[src/rtl/riscv_isa.sv]
// riscv_isa: RV32I opcode/funct3 constants, ALU opcode type and immediate helpers.
package riscv_isa;
  typedef logic [3:0] alu_op_t;
  localparam logic [6:0] OPC_OP     = 7'b0110011;
  localparam logic [6:0] OPC_OP_IMM = 7'b0010011;
  localparam logic [6:0] OPC_LUI    = 7'b0110111;
  localparam logic [6:0] OPC_AUIPC  = 7'b0010111;
  localparam logic [2:0] F3_ADD  = 3'b000;
  localparam logic [2:0] F3_SLL  = 3'b001;
  localparam logic [2:0] F3_SLT  = 3'b010;
  localparam logic [2:0] F3_SLTU = 3'b011;
  localparam logic [2:0] F3_XOR  = 3'b100;
  localparam logic [2:0] F3_SR   = 3'b101;
  localparam logic [2:0] F3_OR   = 3'b110;
  localparam logic [2:0] F3_AND  = 3'b111;
  localparam alu_op_t ALU_ADD = 4'b0000;
  function automatic logic [31:0] imm_i(input logic [11:0] f);
    return {{20{f[11]}}, f};
  endfunction
  function automatic logic [31:0] imm_u(input logic [19:0] f);
    return {f, 12'b0};
  endfunction
endpackage

[src/rtl/reg_file.sv]
// reg_file: 2 async read / 1 sync write register file, x0 hardwired to zero, write-first bypass.
module reg_file #(
  parameter int XLEN = 32,
  parameter int NREG = 32,
  parameter int AW = $clog2(NREG)
) (
  input  logic            clk,
  input  logic            rst_b,
  input  logic            we,
  input  logic [AW-1:0]   waddr,
  input  logic [XLEN-1:0] wdata,
  input  logic [AW-1:0]   raddr1,
  input  logic [AW-1:0]   raddr2,
  output logic [XLEN-1:0] rdata1,
  output logic [XLEN-1:0] rdata2
);
  logic [XLEN-1:0] mem [NREG];
  always_ff @(posedge clk or negedge rst_b)
    if (!rst_b) for (int i = 0; i < NREG; i++) mem[i] <= '0;
    else if (we && waddr != '0) mem[waddr] <= wdata;
  assign rdata1 = raddr1 == '0 ? '0 : (we && waddr == raddr1) ? wdata : mem[raddr1];
  assign rdata2 = raddr2 == '0 ? '0 : (we && waddr == raddr2) ? wdata : mem[raddr2];
endmodule

[src/rtl/alu_operand_stage.sv]
// alu_operand_stage: RV32I decode/operand stage with busy-bit scoreboard feeding the ALU.
module alu_operand_stage
  import riscv_isa::*;
#(
  parameter int XLEN = 32,
  parameter int NREG = 32
) (
  input  logic            clk,
  input  logic            rst_b,
  input  logic            in_valid,
  output logic            in_ready,
  input  logic [31:0]     in_instr,
  input  logic [XLEN-1:0] in_pc,
  input  logic            wb_en,
  input  logic [4:0]      wb_rd,
  input  logic [XLEN-1:0] wb_data,
  output logic            out_valid,
  input  logic            out_ready,
  output alu_op_t         alu_opcode,
  output logic [XLEN-1:0] alu_src1,
  output logic [XLEN-1:0] alu_src2,
  output logic [4:0]      out_rd,
  output logic            out_rd_we,
  output logic            out_illegal
);
  logic [XLEN-1:0] rdata1, rdata2, d_src1, d_src2;
  logic [NREG-1:0] busy, pend, wb_clr;
  logic [4:0] rs1, rs2, rd;
  logic [2:0] f3;
  logic is_op, is_imm, is_lui, is_auipc, illegal, d_we, hazard, accept;
  alu_op_t d_op;
  assign rs1 = in_instr[19:15];
  assign rs2 = in_instr[24:20];
  assign rd = in_instr[11:7];
  assign f3 = in_instr[14:12];
  assign is_op = in_instr[6:0] == OPC_OP;
  assign is_imm = in_instr[6:0] == OPC_OP_IMM;
  assign is_lui = in_instr[6:0] == OPC_LUI;
  assign is_auipc = in_instr[6:0] == OPC_AUIPC;
  assign illegal = ~(is_op | is_imm | is_lui | is_auipc);
  assign d_we = ~illegal & (rd != 5'd0);
  reg_file #(.XLEN(XLEN), .NREG(NREG)) u_rf (
    .clk(clk), .rst_b(rst_b), .we(wb_en), .waddr(wb_rd), .wdata(wb_data),
    .raddr1(rs1), .raddr2(rs2), .rdata1(rdata1), .rdata2(rdata2)
  );
  always_comb begin
    d_op = is_op ? {in_instr[30], f3} : is_imm ? {(f3 == F3_SR) & in_instr[30], f3} : ALU_ADD;
    d_src1 = (is_op | is_imm) ? rdata1 : is_auipc ? in_pc : '0;
    d_src2 = is_op ? rdata2
           : is_imm ? XLEN'($signed(imm_i(in_instr[31:20])))
           : (is_lui | is_auipc) ? XLEN'($signed(imm_u(in_instr[31:12]))) : '0;
  end
  // A retiring writeback clears its busy bit in time for this cycle's hazard check.
  assign wb_clr = wb_en ? NREG'(1) << wb_rd : '0;
  assign pend = busy & ~wb_clr;
  assign hazard = ((is_op | is_imm) & pend[rs1]) | (is_op & pend[rs2]) | (d_we & pend[rd]);
  assign in_ready = (~out_valid | out_ready) & ~hazard;
  assign accept = in_valid & in_ready;
  always_ff @(posedge clk or negedge rst_b)
    if (!rst_b) busy <= '0;
    else busy <= (pend | ((accept && d_we) ? NREG'(1) << rd : '0)) & ~NREG'(1);
  always_ff @(posedge clk or negedge rst_b)
    if (!rst_b) begin
      out_valid <= 1'b0;
      alu_opcode <= '0;
      alu_src1 <= '0;
      alu_src2 <= '0;
      out_rd <= '0;
      out_rd_we <= 1'b0;
      out_illegal <= 1'b0;
    end else if (accept) begin
      out_valid <= 1'b1;
      alu_opcode <= d_op;
      alu_src1 <= d_src1;
      alu_src2 <= d_src2;
      out_rd <= rd;
      out_rd_we <= d_we;
      out_illegal <= illegal;
    end else if (out_ready) out_valid <= 1'b0;
endmodule

[config.mk]
export PLATFORM = sky130hd
export DESIGN_NAME = alu_operand_stage
export DESIGN_NICKNAME = d
export VERILOG_FILES = /design/src/rtl/riscv_isa.sv /design/src/rtl/reg_file.sv /design/src/rtl/alu_operand_stage.sv
export SDC_FILE = /design/constraint.sdc
export NUM_CORES = 2
export LEC_CHECK = 0
export CAP_MARGIN = 20
export CORE_AREA = 2 2 471 379
export CTS_CLUSTER_SIZE = 24
export DETAILED_ROUTE_END_ITERATION = 6
export DIE_AREA = 0 0 473 381
export HOLD_SLACK_MARGIN = 0.12
export PLACE_DENSITY_LB_ADDON = 0.1
export SYNTH_ARGS = -nofsm -noshare
export SYNTH_HDL_FRONTEND = slang
export SYNTH_SLANG_ARGS = --single-unit
[constraint.sdc]
create_clock -name clk -period 10.35 [get_ports clk]
set_input_delay 2.5875 -clock clk [delete_from_list [all_inputs] [get_ports clk]]
set_output_delay 2.5875 -clock clk [all_outputs]
set_load 0.02 [all_outputs]
==> impl_metrics.yaml <==
worst_setup_path:
  cp_slowest_cell: "clkdlybuf4s50_1"
  crit_required_ns: 7.76
  regToRegEndpoint: "alu_src1[17]"
  rrSetupSlack_ns: 6.61
  critPathArrivalTime_ns: 6.56
  max_stage_delay_ns: 0.70
  critPathBufInv: 3
  timing.rr.start: "busy[2]"
  cp-end-kind: "output port"
  rr_worst_depth: 8
  crit_chain: "clkdlybuf4s50_1 > nand2_1 > buf_4 > o21ai_0 > o22ai_1 > nor4_1 > o41ai_1 > a211oi_2 > and2_1 > clkdlybuf4s50_1"
  path_common_cell: "clkdlybuf4s50_1"
  worstSetupPathType: "input pin to output port"
  path_delay_family: "buffers and inverters"
  path_max_fanout: 11
  crit_path_start_kind: "input pin"
cells_and_area:
  area_growth_syn_to_layout_pct: 14.3
  final_layout_size_suffix_gt1_share_pct: 43.1
  fin_util_pct: 39.7
  nFillCells: 16536
  multi_input_area_um2: 31100
  finalInstanceArea_um2: 69900
  regArea_um2: 28300
  nets: 4566
worst_hold_path:
  min_from: "u_rf.mem[1008]"
  hold_class: "register to register"
  holdPathEnd: "u_rf.mem[1008]"
  hold_path_depth: 0
cts:
  h-tree-depth: 4
  holdBufCountCts: 0
  cts_sinks: 1131
  cts_buffer_depth: 3
  clkLatencyLatePin_ns: 0.77
  cts_resized: 0
  cts-root-buf: "clkbuf_16"
  cts_setup_buffers: 0
  clkTransAtPathRegs_ns: 0.06
  cts-buffers-inserted: 135
  tritoncts: "yes"
global_route:
  grt_antenna_before_repair: 16
  grt_pass1_vias: 41771
  grt_max_degree: 160
  grt_overflow: 0
  grt_first_pass_wirelength_um: 331000
  track_usage_pct: 25.7
pwr:
  p_int_mw: 9.46
  ir_drop_uv: 156
  power_frac_comb_pct: 19.2
  power.leakage_nw: 29.4
  seq_power_share_pct: 44.0
  switching_power_mw: 3.60
  netSwitchingFraction_pct: 27.6
  clkPwrFrac_pct: 36.9
  power.total_mw: 13.1
  power_per_cell_area_nw_per_um2: 187
sta:
  worst_pin_slew_ns: 1.14
  fin_setup_tns_ns: 0
  finalSetupViolCount: 0
  fin_skew_ns: 0.0330
  layout_worst_path_cycle_share_pct: 88.3
  rsz0062_at_grt: "no"
  relSlewSlack_pct: 24.3
  layout_setup_ws_ns: 1.21
  finalHoldViolCount: 0
  min_period_ns: 9.14
  maxSlewViolCount: 0
  max_freq_ghz: 0.109
synth:
  ys_seq_area_share_pct: 46.3
  ys_top_cells_by_area: "dfrtp_1 (46%), mux2_2 (21%), mux4_2 (15%)"
  synth_area_leader_cell: "dfrtp_1"
  async_flop_share_pct: 100
  syn-cell-area_um2: 61100
  synth_nets: 4598
  synth_top_area_share_pct: 46.3
  ys_seq_elements: 1131
  yosys_warnings: 0
  synthesis.area_per_instance_um2: 13.6
  synth-main-ff-cell: "dfrtp_1"
  synthTopCellsByCount: "dfrtp_1 (1,131), mux2_2 (1,122), mux4_2 (415)"
  ys_types: 66
  synthCells: 4492
  yosys.cell_count.top_type: "dfrtp_1"
  synth_edf_count: 0
routing:
  wl_met2_um: 105000
  wl_um: 233000
  drt_first_pass_iters: 6
  drt_iter0_markers: 3771
  dr_wl_met3_um: 13100
  drcViolationCount: 0
  wl_met1_um: 108000
  num_vias: 41728
  detail_route.vias_per_cell: 6.07
  wl_per_cell_um: 33.9
  routed.top_layer: "met5"
  detail-route-antenna-nets: 0
place:
  numPortBuffers: 182
  hpwl_um: 132000
  globalplace.congestion: 0.873
  dpl_cell_area_um2: 65500
  dp_slack_ns: 1.30
floorplanning:
  io_pins: 183
  core-area_um2: 176000
  die_h_um: 381
  die_area_um2: 180000
  die_x_um: 473
  rows: 138
  start_util_pct: 34.8
outcome:
  status: "finished, final reports clean"
flow_run:
  maxCapViolCount: 0
how the worst max path moves through the flow:
stage	start	endpoint	slack, ns	cells after the start
after floorplan	wb_rd[0]	in_ready	3.22	9
after global placement	wb_en	in_ready	1.30	9
after detailed placement	wb_en	in_ready	1.30	9
after CTS	wb_rd[0]	in_ready	1.27	10
after global routing	wb_en	in_ready	1.07	9
final	wb_rd[0]	in_ready	1.21	10
sequential cells by signal, indices dropped and copies added, names as in the netlist:
signal / count
alu_src2: 32
u_rf.mem: 1024
out_valid: 1
out_rd: 5
out_illegal: 1
out_rd_we: 1
busy: 31
alu_src1: 32
alu_opcode: 4
layer usage:
layer,GRT usage [%],vias to the layer above
li1,-,17142
met1,37.9,22921
met2,39.1,1348
met3,3.94,315
met4,6.87,2
met5,0,-
cell usage in the layout, fill, tap and decap left out, types with 29 or more instances in the layout:
cell / n
nor2b_1: 29
mux2i_1: 255
clkdlybuf4s50_1: 171
clkbuf_1: 32
o22ai_1: 36
o21ai_0: 218
a21oi_1: 123
dfrtp_1: 1131
mux2_2: 1122
nand2b_1: 34
o2111ai_1: 29
nand2_1: 144
clkbuf_8: 40
a22oi_1: 40
clkbuf_16: 139
a211oi_1: 42
mux4_2: 415
buf_4: 131
nor2_1: 39
final cells by class:
type	instances	area share, %
multi-input cells	2853	44.5
flip-flops and latches	1131	40.5
clock buffers	211	5.94
repair buffers	327	4.46
well taps	2310	4.14
clock inverters	21	0.319
inverters	12	0.0716
diodes	6	0.0215
power by group through the flow:
stage                     Clock, mW  Sequential, mW  Combinational, mW
after floorplan                   0            5.63               1.84
after global placement            0            5.78               2.48
after detailed placement          0            5.80               2.51
after CTS                      4.92            5.72               2.52
after global routing           5.11            5.84               2.68
final                          4.82            5.74               2.50
logic make-up (layout without fill, tap and decap cells):
| logic type | Yosys count | count (layout) | share of synthesized area [%] |
|---|---|---|---|
| XOR/XNOR | 12 | 12 | 0.172 |
| other | 0 | 6 | 0 |
| flip-flops | 1131 | 1131 | 46.3 |
| AO/OA/AOI/OAI | 647 | 647 | 6.78 |
| buffers and inverters | 508 | 571 | 3.28 |
| multiplexers | 1792 | 1792 | 40.2 |
| AND/OR/NAND/NOR | 402 | 402 | 3.30 |
stage by stage:
stage,hold WS [ns],std cells
final,0.396,6871
after global routing,0.405,6866
after CTS,0.397,6865
after detailed placement,0.384,6633
after global placement,0.379,6627
after floorplan,0.441,4492
(Power assumes the default switching activity.)
